**config.mk**
```make
export PLATFORM = sky130hd
export DESIGN_NAME = dvp_tx
export DESIGN_NICKNAME = d
export VERILOG_FILES = /design/src/rtl/dvp_pkg.sv /design/src/rtl/dvp_pattern.sv /design/src/rtl/dvp_tx.sv
export SDC_FILE = /design/constraint.sdc
export NUM_CORES = 1
export LEC_CHECK = 0
export BUFFER_PORTS_ARGS = -buffer_cell sky130_fd_sc_hd__buf_2
export CAP_MARGIN = 10
export CELL_PAD_IN_SITES_DETAIL_PLACEMENT = 1
export CELL_PAD_IN_SITES_GLOBAL_PLACEMENT = 2
export CORE_MARGIN = 1
export CORE_UTILIZATION = 41
export CTS_CLUSTER_SIZE = 14
export DETAILED_ROUTE_END_ITERATION = 12
export GPL_TIMING_DRIVEN = 0
export MAX_ROUTING_LAYER = met4
export PLACE_DENSITY = 0.9
export SLEW_MARGIN = 0
export SYNTH_ARGS = -nofsm -noshare
export SYNTH_HDL_FRONTEND = slang
export SYNTH_SLANG_ARGS = --single-unit
export TNS_END_PERCENT = 100
```
**constraint.sdc**
```tcl
create_clock -name sys_clk -period 11.4 [get_ports sys_clk]
set_clock_uncertainty 0.05 [all_clocks]
set_input_delay 1.71 -clock sys_clk [delete_from_list [all_inputs] [get_ports sys_clk]]
set_output_delay 1.71 -clock sys_clk [all_outputs]
set_load 0.03 [all_outputs]
```
**src/rtl/dvp_pkg.sv**
```systemverilog
// Shared encodings for the DVP test-pattern transmitter: FSM states,
// pattern select codes and the colour-bar palette.
package dvp_pkg;

    typedef enum logic [2:0] {
        ST_IDLE   = 3'd0,
        ST_VSYNC  = 3'd1,
        ST_VBP    = 3'd2,
        ST_ACTIVE = 3'd3,
        ST_VFP    = 3'd4
    } state_e;

    typedef enum logic [1:0] {
        PAT_BARS  = 2'd0,
        PAT_GRAY  = 2'd1,
        PAT_SOLID = 2'd2,
        PAT_XY    = 2'd3
    } pattern_e;

    localparam logic [15:0] BAR_WHITE   = 16'hFFFF;
    localparam logic [15:0] BAR_YELLOW  = 16'hFFE0;
    localparam logic [15:0] BAR_CYAN    = 16'h07FF;
    localparam logic [15:0] BAR_GREEN   = 16'h07E0;
    localparam logic [15:0] BAR_MAGENTA = 16'hF81F;
    localparam logic [15:0] BAR_RED     = 16'hF800;
    localparam logic [15:0] BAR_BLUE    = 16'h001F;
    localparam logic [15:0] BAR_BLACK   = 16'h0000;

    // Registered DVP pin payload.
    typedef struct packed {
        logic       vsync;
        logic       href;
        logic [7:0] data;
    } dvp_bus_t;

    function automatic logic [15:0] bar_color(input logic [2:0] idx);
        case (idx)
            3'd0:    bar_color = BAR_WHITE;
            3'd1:    bar_color = BAR_YELLOW;
            3'd2:    bar_color = BAR_CYAN;
            3'd3:    bar_color = BAR_GREEN;
            3'd4:    bar_color = BAR_MAGENTA;
            3'd5:    bar_color = BAR_RED;
            3'd6:    bar_color = BAR_BLUE;
            default: bar_color = BAR_BLACK;
        endcase
    endfunction

endpackage

```
**src/rtl/dvp_pattern.sv**
```systemverilog
// Combinational RGB565 test-pattern generator for pixel (x, y).
module dvp_pattern
    import dvp_pkg::*;
#(
    parameter int unsigned H_PIXEL = 800
) (
    input  logic [15:0] x,
    input  logic [15:0] y,
    input  pattern_e    sel,
    input  logic [15:0] solid,
    output logic [15:0] pixel
);

    localparam int unsigned BAR_W = (H_PIXEL / 8 > 0) ? H_PIXEL / 8 : 1;

    logic [15:0] bar_idx;

    always_comb begin
        bar_idx = x / 16'(BAR_W);
        pixel   = 16'h0000;
        case (sel)
            // Blanking x values can run past the last bar; hold the final colour.
            PAT_BARS:  pixel = bar_color((bar_idx > 16'd7) ? 3'd7 : bar_idx[2:0]);
            PAT_GRAY:  pixel = {x[7:3], x[7:2], x[7:3]};
            PAT_SOLID: pixel = solid;
            PAT_XY:    pixel = x + y;
            default:   pixel = 16'h0000;
        endcase
    end

endmodule

```
**src/rtl/dvp_tx.sv**
```systemverilog
// DVP (OV5640-style) frame transmitter: line/frame timing FSM driving
// vsync/href and two bytes per RGB565 test-pattern pixel.
module dvp_tx
    import dvp_pkg::*;
#(
    parameter int unsigned H_PIXEL  = 800,
    parameter int unsigned V_PIXEL  = 480,
    parameter int unsigned H_BLANK  = 64,
    parameter int unsigned VS_LINES = 2,
    parameter int unsigned VB_PRE   = 4,
    parameter int unsigned VB_POST  = 4
) (
    input  logic        sys_clk,
    input  logic        sys_rst_n,
    input  logic        tx_en,
    input  logic [1:0]  pattern_sel,
    input  logic [15:0] solid_rgb,
    output logic        ov5640_vsync,
    output logic        ov5640_href,
    output logic [7:0]  ov5640_data,
    output logic        frame_done,
    output logic [15:0] frame_cnt
);

    localparam int unsigned LINE_TOTAL = 2 * H_PIXEL + H_BLANK;
    localparam int unsigned HREF_END   = 2 * H_PIXEL;
    localparam int unsigned HW         = $clog2(LINE_TOTAL + 1);
    localparam int unsigned LW         = $clog2(V_PIXEL + VS_LINES + VB_PRE + VB_POST + 1);

    state_e         state_q, state_d;
    logic [HW-1:0]  hcnt_q, hcnt_d;
    logic [LW-1:0]  lcnt_q, lcnt_d;
    logic [LW-1:0]  lines_in_state;
    logic           line_end;
    pattern_e       sel_q, sel_d;
    logic [15:0]    solid_q, solid_d;
    dvp_bus_t       bus_q, bus_d;
    logic           done_q, done_d;
    logic [15:0]    cnt_q;
    logic [15:0]    pixel;

    // State and counter registers.
    always_ff @(posedge sys_clk or negedge sys_rst_n) begin
        if (!sys_rst_n) begin
            state_q <= ST_IDLE;
            hcnt_q  <= '0;
            lcnt_q  <= '0;
        end else begin
            state_q <= state_d;
            hcnt_q  <= hcnt_d;
            lcnt_q  <= lcnt_d;
        end
    end

    // Next-state: counters advance every cycle outside IDLE; states change on line boundaries.
    always_comb begin
        state_d  = state_q;
        hcnt_d   = hcnt_q;
        lcnt_d   = lcnt_q;
        line_end = (hcnt_q == HW'(LINE_TOTAL - 1));
        case (state_q)
            ST_VSYNC:  lines_in_state = LW'(VS_LINES);
            ST_VBP:    lines_in_state = LW'(VB_PRE);
            ST_ACTIVE: lines_in_state = LW'(V_PIXEL);
            ST_VFP:    lines_in_state = LW'(VB_POST);
            default:   lines_in_state = '0;
        endcase

        if (state_q == ST_IDLE) begin
            hcnt_d = '0;
            lcnt_d = '0;
            if (tx_en) state_d = ST_VSYNC;
        end else begin
            hcnt_d = line_end ? '0 : hcnt_q + 1'b1;
            if (line_end) begin
                if (lcnt_q == lines_in_state - 1'b1) begin
                    lcnt_d = '0;
                    case (state_q)
                        ST_VSYNC:  state_d = ST_VBP;
                        ST_VBP:    state_d = ST_ACTIVE;
                        ST_ACTIVE: state_d = ST_VFP;
                        ST_VFP:    state_d = tx_en ? ST_VSYNC : ST_IDLE;
                        default:   state_d = ST_IDLE;
                    endcase
                end else begin
                    lcnt_d = lcnt_q + 1'b1;
                end
            end
        end
    end

    dvp_pattern #(.H_PIXEL(H_PIXEL)) u_pattern (
        .x     (16'(hcnt_d[HW-1:1])),
        .y     (16'(lcnt_d)),
        .sel   (sel_q),
        .solid (solid_q),
        .pixel (pixel)
    );

    // Outputs are decoded from the next state so the registered pins line up with state_q.
    always_comb begin
        sel_d   = sel_q;
        solid_d = solid_q;
        if (state_d == ST_VSYNC && state_q != ST_VSYNC) begin
            sel_d   = pattern_e'(pattern_sel);
            solid_d = solid_rgb;
        end
        bus_d.vsync = (state_d == ST_VSYNC);
        bus_d.href  = (state_d == ST_ACTIVE) && (hcnt_d < HW'(HREF_END));
        bus_d.data  = bus_d.href ? (hcnt_d[0] ? pixel[7:0] : pixel[15:8]) : 8'h00;
        done_d      = (state_d == ST_VFP) && (lcnt_d == LW'(VB_POST - 1))
                   && (hcnt_d == HW'(LINE_TOTAL - 1));
    end

    // Output, pattern latch and frame counter registers.
    always_ff @(posedge sys_clk or negedge sys_rst_n) begin
        if (!sys_rst_n) begin
            sel_q   <= PAT_BARS;
            solid_q <= '0;
            bus_q   <= '0;
            done_q  <= 1'b0;
            cnt_q   <= '0;
        end else begin
            sel_q   <= sel_d;
            solid_q <= solid_d;
            bus_q   <= bus_d;
            done_q  <= done_d;
            cnt_q   <= cnt_q + 16'(done_d);
        end
    end

    assign ov5640_vsync = bus_q.vsync;
    assign ov5640_href  = bus_q.href;
    assign ov5640_data  = bus_q.data;
    assign frame_done   = done_q;
    assign frame_cnt    = cnt_q;

endmodule

```
==> run_results.csv <==
group,metric,value,unit
cells_and_area,fillers,1204,
die,core_area,10300,um^2
critical_path,crit_path_max_fanout,10,
logic_synthesis,synthCells,446,
grt,overflow,0,
grt,grt_pass1_wl,19.7,mm
die,io_pins,48,
timing,hold_viol,0,
timing,period_needed,5.50,ns
clocking,cts.sinks,68,
cells_and_area,drive_gt1_share,20.6,%
routing,drtPass1Iterations,4,
logic_synthesis,synth-seq-cells,68,
logic_synthesis,synth_top_area_share,38.9,%
run_status,run_status,"finished, final reports clean",
cells_and_area,nets,541,
timing,final-setup-viol-count,0,
logic_synthesis,synth_fp_nets,483,
routing,vias_per_cell,5.64,
critical_path,crit_type,"reg2reg",
logic_synthesis,ys_seq_area_share,38.9,%
timing,rsz0062_at_grt,"false",
worst_hold_path,hp-start,"frame_cnt[15]",
timing,slew_viol_final,0,
routing,wl,11.4,mm
die,start_util,42.3,%
critical_path,r2r_start,"state_q[1]",
clocking,htreeDepth,3,
power,total_power,0.471,mW
worst_hold_path,hold_depth,1,
cells_and_area,antenna_cells,0,
routing,dr_total_vias,3641,
logic_synthesis,synth_common_cells,"dfrtp_1 (68), nor2_1 (46), nand2_1 (39)",
die,die_x,105,um
clocking,clockBufferDepth,2,
clocking,clk_root_buffer_cell,"clkbuf_8",
placed_design,io_buffers,47,
worst_hold_path,min_to,"frame_cnt[15]",
grt,antenna_found_initial,0,
placed_design,dp_hpwl,8.56,mm
grt,grtUsageTotal,23.1,%
placed_design,place_area,4780,um^2
grt,grt_max_degree,69,
power,p_leak,2.35,nW
logic_synthesis,synth-async-reset-ratio,100,%
logic_synthesis,synth.largest_area_cell,"dfrtp_1",
critical_path,cp.arrival,5.68,ns
placed_design,gp_congestion,0.867,
logic_synthesis,synth_edf_count,0,
clocking,clk_pin_slew,0.08,ns
logic_synthesis,ys_types,75,
timing,slew_headroom,31.8,%
routing,drt_iter0_drc,127,
routing,drc_errors,0,
logic_synthesis,yosysWarnings,0,
timing,fmax,182,MHz
worst_hold_path,hold_path_class,"reg2reg",
timing,worst_pin_slew,1.01,ns
critical_path,r2r-end,"ov5640_data[1]",
logic_synthesis,syn_area,4370,um^2
placed_design,dp_worst_setup_slack,5.93,ns
critical_path,crit_path_end_kind,"register",
clocking,clkLatencyLatePin,0.35,ns
die,row_count,37,
die,die-height,105,um
clocking,numCtsBuffers,9,
cells_and_area,area_growth,14.5,%
clocking,cts_tree,"yes",
timing,totalNegativeSetupSlack,0,ns
critical_path,rrSetupSlack,5.90,ns
logic_synthesis,synth_area_leaders,"dfrtp_1 (39%), xnor2_1 (6.0%), ha_1 (4.3%), nor2_1 (4.0%), mux2_4 (3.8%)",
routing,ant_nets,0,
die,dieArea,11100,um^2
run,drv_cap,0,
power,irDropWorstVdd,65.9,uV
critical_path,reg2reg_depth,24,
logic_synthesis,synthFlopType,"dfrtp_1",
cells_and_area,finalInstanceArea,5000,um^2
timing,fin_ws,5.90,ns
critical_path,start_kind,"register",
power,power_per_cell_area,94.2,nW/um^2
clocking,post_cts_resized,0,
routing,post_drt_wl_per_cell,17.7,um
timing,final.period_utilization,48.3,%
logic_synthesis,synth_area_per_cell,9.80,um^2
critical_path,required,11.58,ns
logic_synthesis,synth_most_common_cell,"dfrtp_1",
grt,grt_pass1_vias,3906,
clocking,cts_setup_buffers,0,
clocking,hold_buffers,0,
sequential cells by signal, indices dropped and copies added (netlist names):
register	count
hcnt_q	11
lcnt_q	9
ov5640_vsync	1
solid_q	16
ov5640_href	1
ov5640_data	8
state_q	3
frame_done	1
sel_q	2
frame_cnt	16
metrics by stage:
| stage | util [%] | hold WS, ns | instances |
|---|---|---|---|
| finish | 48.5 | 0.428 | 645 |
| floorplan | - | 0.425 | 446 |
| detailed placement | 46.3 | 0.420 | 629 |
| CTS | 48.5 | 0.431 | 645 |
| global placement | 46.3 | 0.408 | 629 |
| global route | 48.5 | 0.436 | 645 |
how the worst max path moves through the flow:
stage                    start  slack, ns             end
detailed placement  state_q[1]       5.93  ov5640_data[1]
finish              state_q[1]       5.90  ov5640_data[1]
CTS                 state_q[1]       5.87  ov5640_data[1]
global placement    state_q[1]       6.12  ov5640_data[1]
floorplan           state_q[1]       6.77  ov5640_data[1]
global route        state_q[1]       5.37  ov5640_data[1]
final cells by class:
cell class	count	area [um^2]	area share [%]
Timing Repair Buffer	47	238	4.75
Tap cell	136	170	3.40
Buffer	18	90.1	1.80
Multi-Input combinational cell	346	2530	50.6
Clock inverter	4	72.6	1.45
Inverter	14	52.6	1.05
Clock buffer	12	145	2.90
Sequential cell	68	1700	34.0
cells in the final DEF, fill, tap and decap left out, types with 12 or more instances in the layout:
master and instances:
a21oi_1 20, nand4_1 14, dfrtp_1 68, clkbuf_1 12, xor2_1 14, ha_1 15
o21ai_0 20, nand2_1 39, nor2_1 46, xnor2_1 30, buf_2 49, inv_1 13
per-layer routing:
layer | global-route usage (%) | part of all wire, % | vias up
met4 | 6.14 | 1.4 | 0
li1 | - | - | 1727
met5 | - | 0 | -
met1 | 30.4 | 46 | 1833
met2 | 37.2 | 49 | 65
met3 | 3.40 | 3.6 | 16
worst max-delay path, cell delays in order (launching register included):
cell and delay (ns):
dfrtp_1 0.32, clkbuf_1 0.25, clkbuf_1 0.40, xor2_1 0.19, nand2_1 0.07, ha_1 0.21
inv_1 0.07, ha_1 0.17, nor3b_1 0.20, a21oi_1 0.10, a2111oi_4 0.41, a41o_2 0.24
clkbuf_1 0.33, a21oi_1 0.18, ha_1 0.31, a21o_1 0.16, a21oi_1 0.24, o21bai_1 0.10
a21oi_1 0.23, o21ai_0 0.21, a21o_1 0.23, a21oi_1 0.18, xnor2_1 0.14, nor2_1 0.06
o32ai_1 0.33
cell families (layout without fill, tap and decap cells):
group / after synthesis / after routing / synth area share [%]
AO/OA/AOI/OAI: 101 / 101 / 16.7
XOR/XNOR: 44 / 44 / 8.82
adder cells (fa/ha/maj): 19 / 19 / 5.44
buffers and inverters: 32 / 95 / 3.26
flip-flops: 68 / 68 / 38.9
multiplexers: 27 / 27 / 7.70
AND/OR/NAND/NOR: 155 / 155 / 19.2
power breakdown:
| part | total [mW] | switching (mW) | internal (mW) |
|---|---|---|---|
| Combinational | 0.00873 | 0.00583 | 0.00289 |
| Clock | 0.221 | 0.0922 | 0.129 |
| Sequential | 0.241 | 0 | 0.241 |
Power figures use the tool's default switching activity.
